==> src/rtl/keypad_digit_scanner.sv <==
// keypad_digit_scanner: scans a 4x4 active-low keypad, debounces full-scan snapshots
// and emits one digit, strobe and stretched step pulse per accepted press.
module keypad_digit_scanner #(
    parameter int SCAN_DIV       = 1000,
    parameter int DEBOUNCE_SCANS = 4,
    parameter int PULSE_WIDTH    = 8
) (
    input  logic       CLK,
    input  logic       RST,
    output logic [3:0] colDrive,
    input  logic [3:0] rowSense,
    output logic [3:0] digit,
    output logic       digitValid,
    output logic       stepPulse,
    output logic       keyHeld,
    output logic       multiKey
);
    localparam int SW = $clog2(SCAN_DIV);
    localparam int CW = $clog2(DEBOUNCE_SCANS + 1);
    localparam int PW = $clog2(PULSE_WIDTH + 1);
    typedef enum logic [1:0] {S_IDLE, S_CANDIDATE, S_PRESSED, S_RELEASE} state_t;
    logic [3:0]    r_row_meta, r_row_sync;
    logic [SW-1:0] r_slot;
    logic [1:0]    r_col;
    logic [15:0]   r_snap;
    logic          r_scan_done;
    state_t        r_state, w_state;
    logic [CW-1:0] r_cnt, w_cnt;
    logic [3:0]    r_cand, w_cand, r_digit;
    logic          r_valid, r_multi, w_accept, w_sample;
    logic [PW-1:0] r_pulse;
    logic [4:0]    w_ones;
    logic [3:0]    w_code;
    assign w_sample   = r_slot == SW'(SCAN_DIV - 1);
    assign colDrive   = ~(4'b0001 << r_col);
    assign digit      = r_digit;
    assign digitValid = r_valid;
    assign stepPulse  = r_pulse != '0;
    assign keyHeld    = r_state == S_PRESSED || r_state == S_RELEASE;
    assign multiKey   = r_multi;
    always_ff @(posedge CLK or negedge RST) begin
        if (!RST) begin
            r_row_meta  <= 4'hF;
            r_row_sync  <= 4'hF;
            r_slot      <= '0;
            r_col       <= '0;
            r_snap      <= '0;
            r_scan_done <= 1'b0;
        end else begin
            r_row_meta  <= rowSense;
            r_row_sync  <= r_row_meta;
            r_slot      <= w_sample ? '0 : r_slot + 1'b1;
            r_col       <= r_col + 2'(w_sample);
            r_scan_done <= w_sample && r_col == 2'd3;
            if (w_sample)
                for (int r = 0; r < 4; r++)
                    r_snap[{2'(r), r_col}] <= ~r_row_sync[r];
        end
    end
    // Classification: a single key reports its code; with more keys the code is unused.
    always_comb begin
        w_ones = '0;
        w_code = '0;
        for (int i = 0; i < 16; i++)
            if (r_snap[i]) begin
                w_ones = w_ones + 5'd1;
                w_code = 4'(i);
            end
    end
    always_comb begin
        w_state  = r_state;
        w_cnt    = r_cnt;
        w_cand   = r_cand;
        w_accept = 1'b0;
        if (r_scan_done)
            case (r_state)
                S_IDLE:
                    if (w_ones == 5'd1) begin
                        w_state = S_CANDIDATE;
                        w_cand  = w_code;
                        w_cnt   = CW'(1);
                    end
                S_CANDIDATE:
                    if (w_ones == 5'd1 && w_code == r_cand) begin
                        if (r_cnt == CW'(DEBOUNCE_SCANS - 1)) begin
                            w_state  = S_PRESSED;
                            w_accept = 1'b1;
                            w_cnt    = '0;
                        end else
                            w_cnt = r_cnt + 1'b1;
                    end else begin
                        w_state = S_IDLE;
                        w_cnt   = '0;
                    end
                S_PRESSED:
                    if (w_ones == '0) begin
                        w_state = S_RELEASE;
                        w_cnt   = CW'(1);
                    end
                S_RELEASE:
                    if (w_ones != '0) begin
                        w_state = S_PRESSED;
                        w_cnt   = '0;
                    end else if (r_cnt == CW'(DEBOUNCE_SCANS - 1)) begin
                        w_state = S_IDLE;
                        w_cnt   = '0;
                    end else
                        w_cnt = r_cnt + 1'b1;
                default: w_state = S_IDLE;
            endcase
    end
    always_ff @(posedge CLK or negedge RST) begin
        if (!RST) begin
            r_state <= S_IDLE;
            r_cnt   <= '0;
            r_cand  <= '0;
            r_digit <= '0;
            r_valid <= 1'b0;
            r_multi <= 1'b0;
            r_pulse <= '0;
        end else begin
            r_state <= w_state;
            r_cnt   <= w_cnt;
            r_cand  <= w_cand;
            r_digit <= w_accept ? r_cand : r_digit;
            r_valid <= w_accept;
            r_multi <= r_scan_done ? w_ones > 5'd1 : r_multi;
            r_pulse <= w_accept ? PW'(PULSE_WIDTH) : (r_pulse != '0 ? r_pulse - 1'b1 : '0);
        end
    end
endmodule

==> config.mk <==
export PLATFORM = sky130hd
export DESIGN_NAME = keypad_digit_scanner
export DESIGN_NICKNAME = d
export VERILOG_FILES = /design/src/rtl/keypad_digit_scanner.sv
export SDC_FILE = /design/constraint.sdc
export NUM_CORES = 1
export LEC_CHECK = 0
export CAP_MARGIN = 20
export CORE_ASPECT_RATIO = 0.8
export CORE_MARGIN = 10
export CORE_UTILIZATION = 40
export CTS_CLUSTER_SIZE = 16
export DETAILED_ROUTE_END_ITERATION = 12
export SLEW_MARGIN = 40
export SYNTH_ARGS = -nofsm -noshare
export SYNTH_HDL_FRONTEND = slang
export SYNTH_SLANG_ARGS = --single-unit
==> constraint.sdc <==
create_clock -name CLK -period 9.95 [get_ports CLK]
set_clock_uncertainty 0.15 [all_clocks]
set_input_delay 2.985 -clock CLK [delete_from_list [all_inputs] [get_ports CLK]]
set_output_delay 2.985 -clock CLK [all_outputs]
set_load 0.02 [all_outputs]
# Word level (Yosys, flattened, before mapping)
# Index checks and enable logic that the tools add are counted.
# word_totals
elab_cells,136
in_bits,6
register_bits,56
output_inout_bits,12
# classes
order_cmp,9
shifts,1
n_reduce_logical,14
n_bitwise,5
n_mux,63
eq_ne,12
add_sub_neg,19
# op_table
op,count
$add 5x1->5 const B,15
$mux 5,15
$bwmux 16,4
$mux 4,16
$mux 3,5
$mux 2,6
$pmux 3 s4,1
$add 10x1->10 const B,1
$eq 10x10->1 const B,1
$lt 4x5->1 const B,2
$mux 1,10
$mux 10,1
$demux 1 s2,4
$ge 4x1->1 const B,2
$pmux 2 s4,1
$eq 2x2->1 const B,3
$logic_and 1x1->1,6
$reduce_and 3->1,2
$eq 5x1->1 const B,1
$gt 5x1->1 const B,1
$logic_not 5->1,1
$lt 2x5->1 const B,1
$lt 3x5->1 const B,1
$reduce_and 5->1,1
other kinds (19),22

# Depth between registers and ports, before layout
# logic_depth
ltp_word,37
depth_mapped,54
depth_no_buf,53

# Worst setup path after synthesis
# Ideal clock, no wire load.
# synth_timing
path_type,flip-flop to flip-flop
from,reg r_snap[0]
to,"reg r_digit[1], in the netlist digit[1]"
synth_period_minus_slack_ns,9.194
setup_ns,0.128
path_slack_ns,0.756
arrival_time_ns,8.916
stages_incl_launch_ff,53
required_time_ns,9.672
n_path_buf,0
path_cell_list,dfrtp_1 > inv_1 > ha_1 > xor2_1 > ha_1 > nand2_1 > o31ai_1 > ha_1 > mux2_2 > ha_1 > nand2_1 > o41a_1 > nand2_1 > ha_1 > nor2b_1 > a31oi_1 > ha_1 > nand2_1 > [... 17 more ...] > nand2_1 > o31a_1 > inv_1 > ha_1 > nand2_1 > o21ai_0 > ha_1 > mux2_2 > ha_1 > inv_1 > xnor2_1 > nor2_1 > nand2_1 > o31ai_1 > nand4_1 > mux2i_2 > nand4_4 > mux2_1
# synth_via
elab_chain_len,36
# synth_rtl
element,line_no,text
start: declaration,25,logic [15:0] r_snap;
start signal: indexed assignment,57,"r_snap[{2'(r), r_col}] <= ~r_row_sync[r];"
$mux 1 (*),65,if (r_snap[i]) begin
$add 5x1->5,66,w_ones = w_ones + 5'd1;
$mux 5 (*),65,
$add 5x1->5,66,
$mux 5 (*),65,
$add 5x1->5,66,
$mux 5 (*),65,
$add 5x1->5,66,
[... 20 more ...],n/a,
$mux 5 (*),65,
$add 5x1->5,66,
$mux 5 (*),65,
$eq 5x1->1 (*),84,if (w_ones == 5'd1 && w_code == r_cand) begin
$logic_and 1x1->1 (*),84,
$mux 1 (*),84,
$mux 1 (*),76,case (r_state)
$mux 1 (*),75,if (r_scan_done)
end signal: assignment,125,r_digit <= w_accept ? r_cand : r_digit;
end: declaration,29,"logic [3:0] r_cand, w_cand, r_digit;"
# Mark *: on every way between the ends. The rest lies on a longest branch, timed or not.
# A chain may end at the register's enable or synchronous reset.

# Final worst setup path
# layout_timing
from,reg r_snap[1]
to,"reg r_digit[2], in the netlist digit[2]"
# layout_via
elab_chain_len,34
word_cells_on_any_way,50
cone_classes,14 x add/sub; 2 x eq/ne; 33 x mux; 1 x reduce/logical
# layout_rtl
element,line_no
$mux 5,65
$add 5x1->5,66
$mux 5,65
$add 5x1->5,66
$mux 5,65
$add 5x1->5,66
$mux 5,65
$add 5x1->5,66
[... 18 more ...],n/a
$mux 5,65
$add 5x1->5,66
$mux 5,65
$eq 5x1->1,84
$logic_and 1x1->1 (*),84
$mux 1 (*),84
$mux 1 (*),76
$mux 1 (*),75
# Marked as above.

==> reports/qor.tcl <==
set qor(first_pass_iters) 4
set qor(ys_seq_area_frac) 0.338
set qor(timing.critical_path.to_type) {flop}
set qor(max_cap_viol_count) 0
set qor(n_fill_cell) 971
set qor(clockRootBuffer) {clkbuf_16}
set qor(max-clock-path-buffers) 2
set qor(required_ns) 9.97
set qor(fp_rows) 33
set qor(fp.dieH_um) 111
set qor(p_switching_mw) 0.0862
set qor(final.setup.worst_slack_ns) 0.457
set qor(power_frac_clock) 0.424
set qor(setup-tns-final_ns) 0
set qor(total_power_of_the_final_layout_mw) 0.412
set qor(async_set_reset_flop_share_out_of_synthesis) 1.00
set qor(die_area_um2) 14900
set qor(overflow) 0
set qor(grt_pass1_wl_um) 14100
set qor(ys_warn_count) 0
set qor(syn-cell-area_um2) 4170
set qor(finalCriticalPeriod_ns) 9.49
set qor(pwr_density_cell_nw_per_um2) 86.5
set qor(antenna_found_initial) 0
set qor(gpl.final_weighted_congestion) 0.851
set qor(num_ports) 18
set qor(diodes) 0
set qor(instance_count_of_the_mapped_netlist) 456
set qor(max-vdd-ir-drop_v) 0.0000875
set qor(max_slew_margin) 0.542
set qor(tritoncts) {done}
set qor(finalHoldViolCount) 0
set qor(startpoint_type) {flop}
set qor(run_status) {completed}
set qor(path_clk_slew_ns) 0.07
set qor(final_cell_mix) {nand2_1, dfrtp_1, nor2_1}
set qor(p_comb_frac) 0.015
set qor(finish.net_count) 495
set qor(hold_ws_ns) 0.208
set qor(die_w_um) 134
set qor(critical_path_type) {reg2reg}
set qor(vias_in_the_first_global_route) 2997
set qor(cell_internal_pwr_mw) 0.326
set qor(final_min_period_over_clock_period) 0.954
set qor(post_layout_nonfiller_instances) 610
set qor(routed_wirelength_um) 8220
set qor(grt_max_degree) 57
set qor(area_growth_syn_to_layout_pct) 14.3
set qor(p_seq_frac) 0.561
set qor(placed_area_um2) 4460
set qor(vias) 3164
set qor(hold_buffers) 0
set qor(finish.instance_area_um2) 4770
set qor(dpl.cell_count) 599
set qor(place_ws_ns) -0.0434
set qor(final_layout_size_suffix_gt1_frac) 0.168
set qor(yosys_register_bits) 56
set qor(numClockSinks) 56
set qor(route.detailed.wl_per_inst_um) 13.5
set qor(ys.flop_type) {dfrtp_1}
set qor(drcViolationCount) 0
set qor(drtIter0Drc) 169
set qor(start_util) 0.409
set qor(final_core_utilization) 0.467
set qor(htreeDepth) 2
set qor(crit_path_max_incr_delay_ns) 0.41
set qor(grtUsageTotal) 0.108
set qor(total_leakage_power_nw) 2.09
set qor(netSwitchingFraction) 0.209
set qor(final-setup-viol-count) 0
set qor(coreArea_um2) 10200
set qor(insertion_delay_ns) 0.29
set qor(layout_commonest_cell) {nand2_1}
set qor(ant_nets) 0
set qor(yosysUniqueCellTypes) 78
set qor(place.port_buffers) 17
set qor(crit_top_cell) {ha_1}
set qor(synth.net_count) 482
set qor(tightest_slew_ns) 0.687
set qor(viasPerCell) 5.19
set qor(crit_fanout) 5
set qor(timing.critical_path.arrival_ns) 9.52
set qor(numCtsBuffers) 5
set qor(timing.hold.worst.class) {reg2reg}
set qor(detailedPlacementHpwl_um) 6140
set qor(critical_path.slowest_cell) {dfrtp_1}
set qor(synth_edf_count) 0
set qor(achievable-frequency_ghz) 0.105
set qor(finalMaxSlewViolations) 0
set qor(postSynthAreaPerCell_um2) 9.15
[final cells by class]
type | count | area [µm²] | share of cell area
Sequential cell | 56 | 1410 | 0.296
Timing Repair Buffer | 27 | 244 | 0.0512
Inverter | 26 | 100 | 0.0210
Tap cell | 140 | 175 | 0.0368
Multi-Input combinational cell | 353 | 2690 | 0.564
Clock buffer | 5 | 125 | 0.0263
Clock inverter | 3 | 21.3 | 0.00446
[cell families (layout without fill, tap and decap cells)]
group                    after synthesis  count (layout)  share of synthesized area
AND/OR/NAND/NOR                      167             167                      0.199
adder cells (fa/ha/maj)               20              20                     0.0600
buffers and inverters                 47              61                     0.0495
XOR/XNOR                              55              55                      0.153
flip-flops                            56              56                      0.338
multiplexers                          16              16                     0.0429
AO/OA/AOI/OAI                         95              95                      0.157
[critical path: cells and delay by family (launching register included)]
family / cells / cell delay, ns
AO/OA/AOI/OAI: 13 / 1.76
AND/OR/NAND/NOR: 15 / 1.47
adder cells (fa/ha/maj): 14 / 3.84
multiplexers: 4 / 1.20
XOR/XNOR: 2 / 0.25
flip-flops: 1 / 0.41
buffers and inverters: 4 / 0.27
[cell usage after synthesis, types with 5 or more instances]
| cell | count | area, µm² |
|---|---|---|
| inv_1 | 23 | 86.3 |
| dfrtp_1 | 48 | 1200 |
| xor2_1 | 18 | 158 |
| nor2_1 | 36 | 135 |
| xnor2_1 | 23 | 201 |
| nand2_1 | 62 | 233 |
| o21ai_0 | 31 | 155 |
| nand3_1 | 14 | 70.1 |
| and2_1 | 5 | 31.3 |
| mux2i_1 | 6 | 60.1 |
| dfstp_2 | 8 | 210 |
| nor2b_1 | 9 | 56.3 |
| a21oi_1 | 13 | 65.1 |
| clkbuf_1 | 12 | 45.0 |
| ha_1 | 20 | 250 |
| mux2_1 | 6 | 67.6 |
| nand4_1 | 6 | 37.5 |
[timing repair]
action | in CTS | in global routing
pin swaps | 0 | 10
endpoints found under the setup margin | 10 | 19
resized for setup | 2 | 28
setup buffers | 0 | 3
[routing by layer]
layer | global-route usage | share of wire
met1 | 0.156 | 0.55
met2 | 0.166 | 0.42
met3 | 0.0199 | 0.025
met4 | 0.0188 | 0.0054
met5 | 0 | 0
[flip-flops by register name (all words and copies together), names as in the netlist, 3 cells and up]
register    cells
r_row_meta      4
r_slot         10
r_cnt           3
r_pulse         4
r_cand          4
r_snap         16
r_row_sync      4
digit           4
[final timing paths]
path / slack, ns / cells past startpoint / to / from
worst max-delay path: 0.46 / 52 / digit[2] / r_snap[1]
worst min-delay path: 0.21 / 0 / r_row_sync[0] / r_row_meta[0]
worst max register to register: 0.46 / 52 / digit[2] / r_snap[1]
worst min register to register: 0.21 / 0 / r_row_sync[0] / r_row_meta[0]
max in group asynchronous: 6.52 / 2 / r_snap[10] / RST
min in group asynchronous: 2.66 / 2 / digitValid / RST
[power groups by stage]
stage | sequential [mW] | combinational, mW | clock (mW)
final | 0.231 | 0.00611 | 0.175
after floorplan | 0.235 | 0.00000250 | 0
after CTS | 0.231 | 0.00655 | 0.179
after global routing | 0.232 | 0.00715 | 0.190
after detailed placement | 0.236 | 0.00654 | 0
after global placement | 0.236 | 0.00644 | 0
No activity file was read; power rests on OpenSTA's default activity.
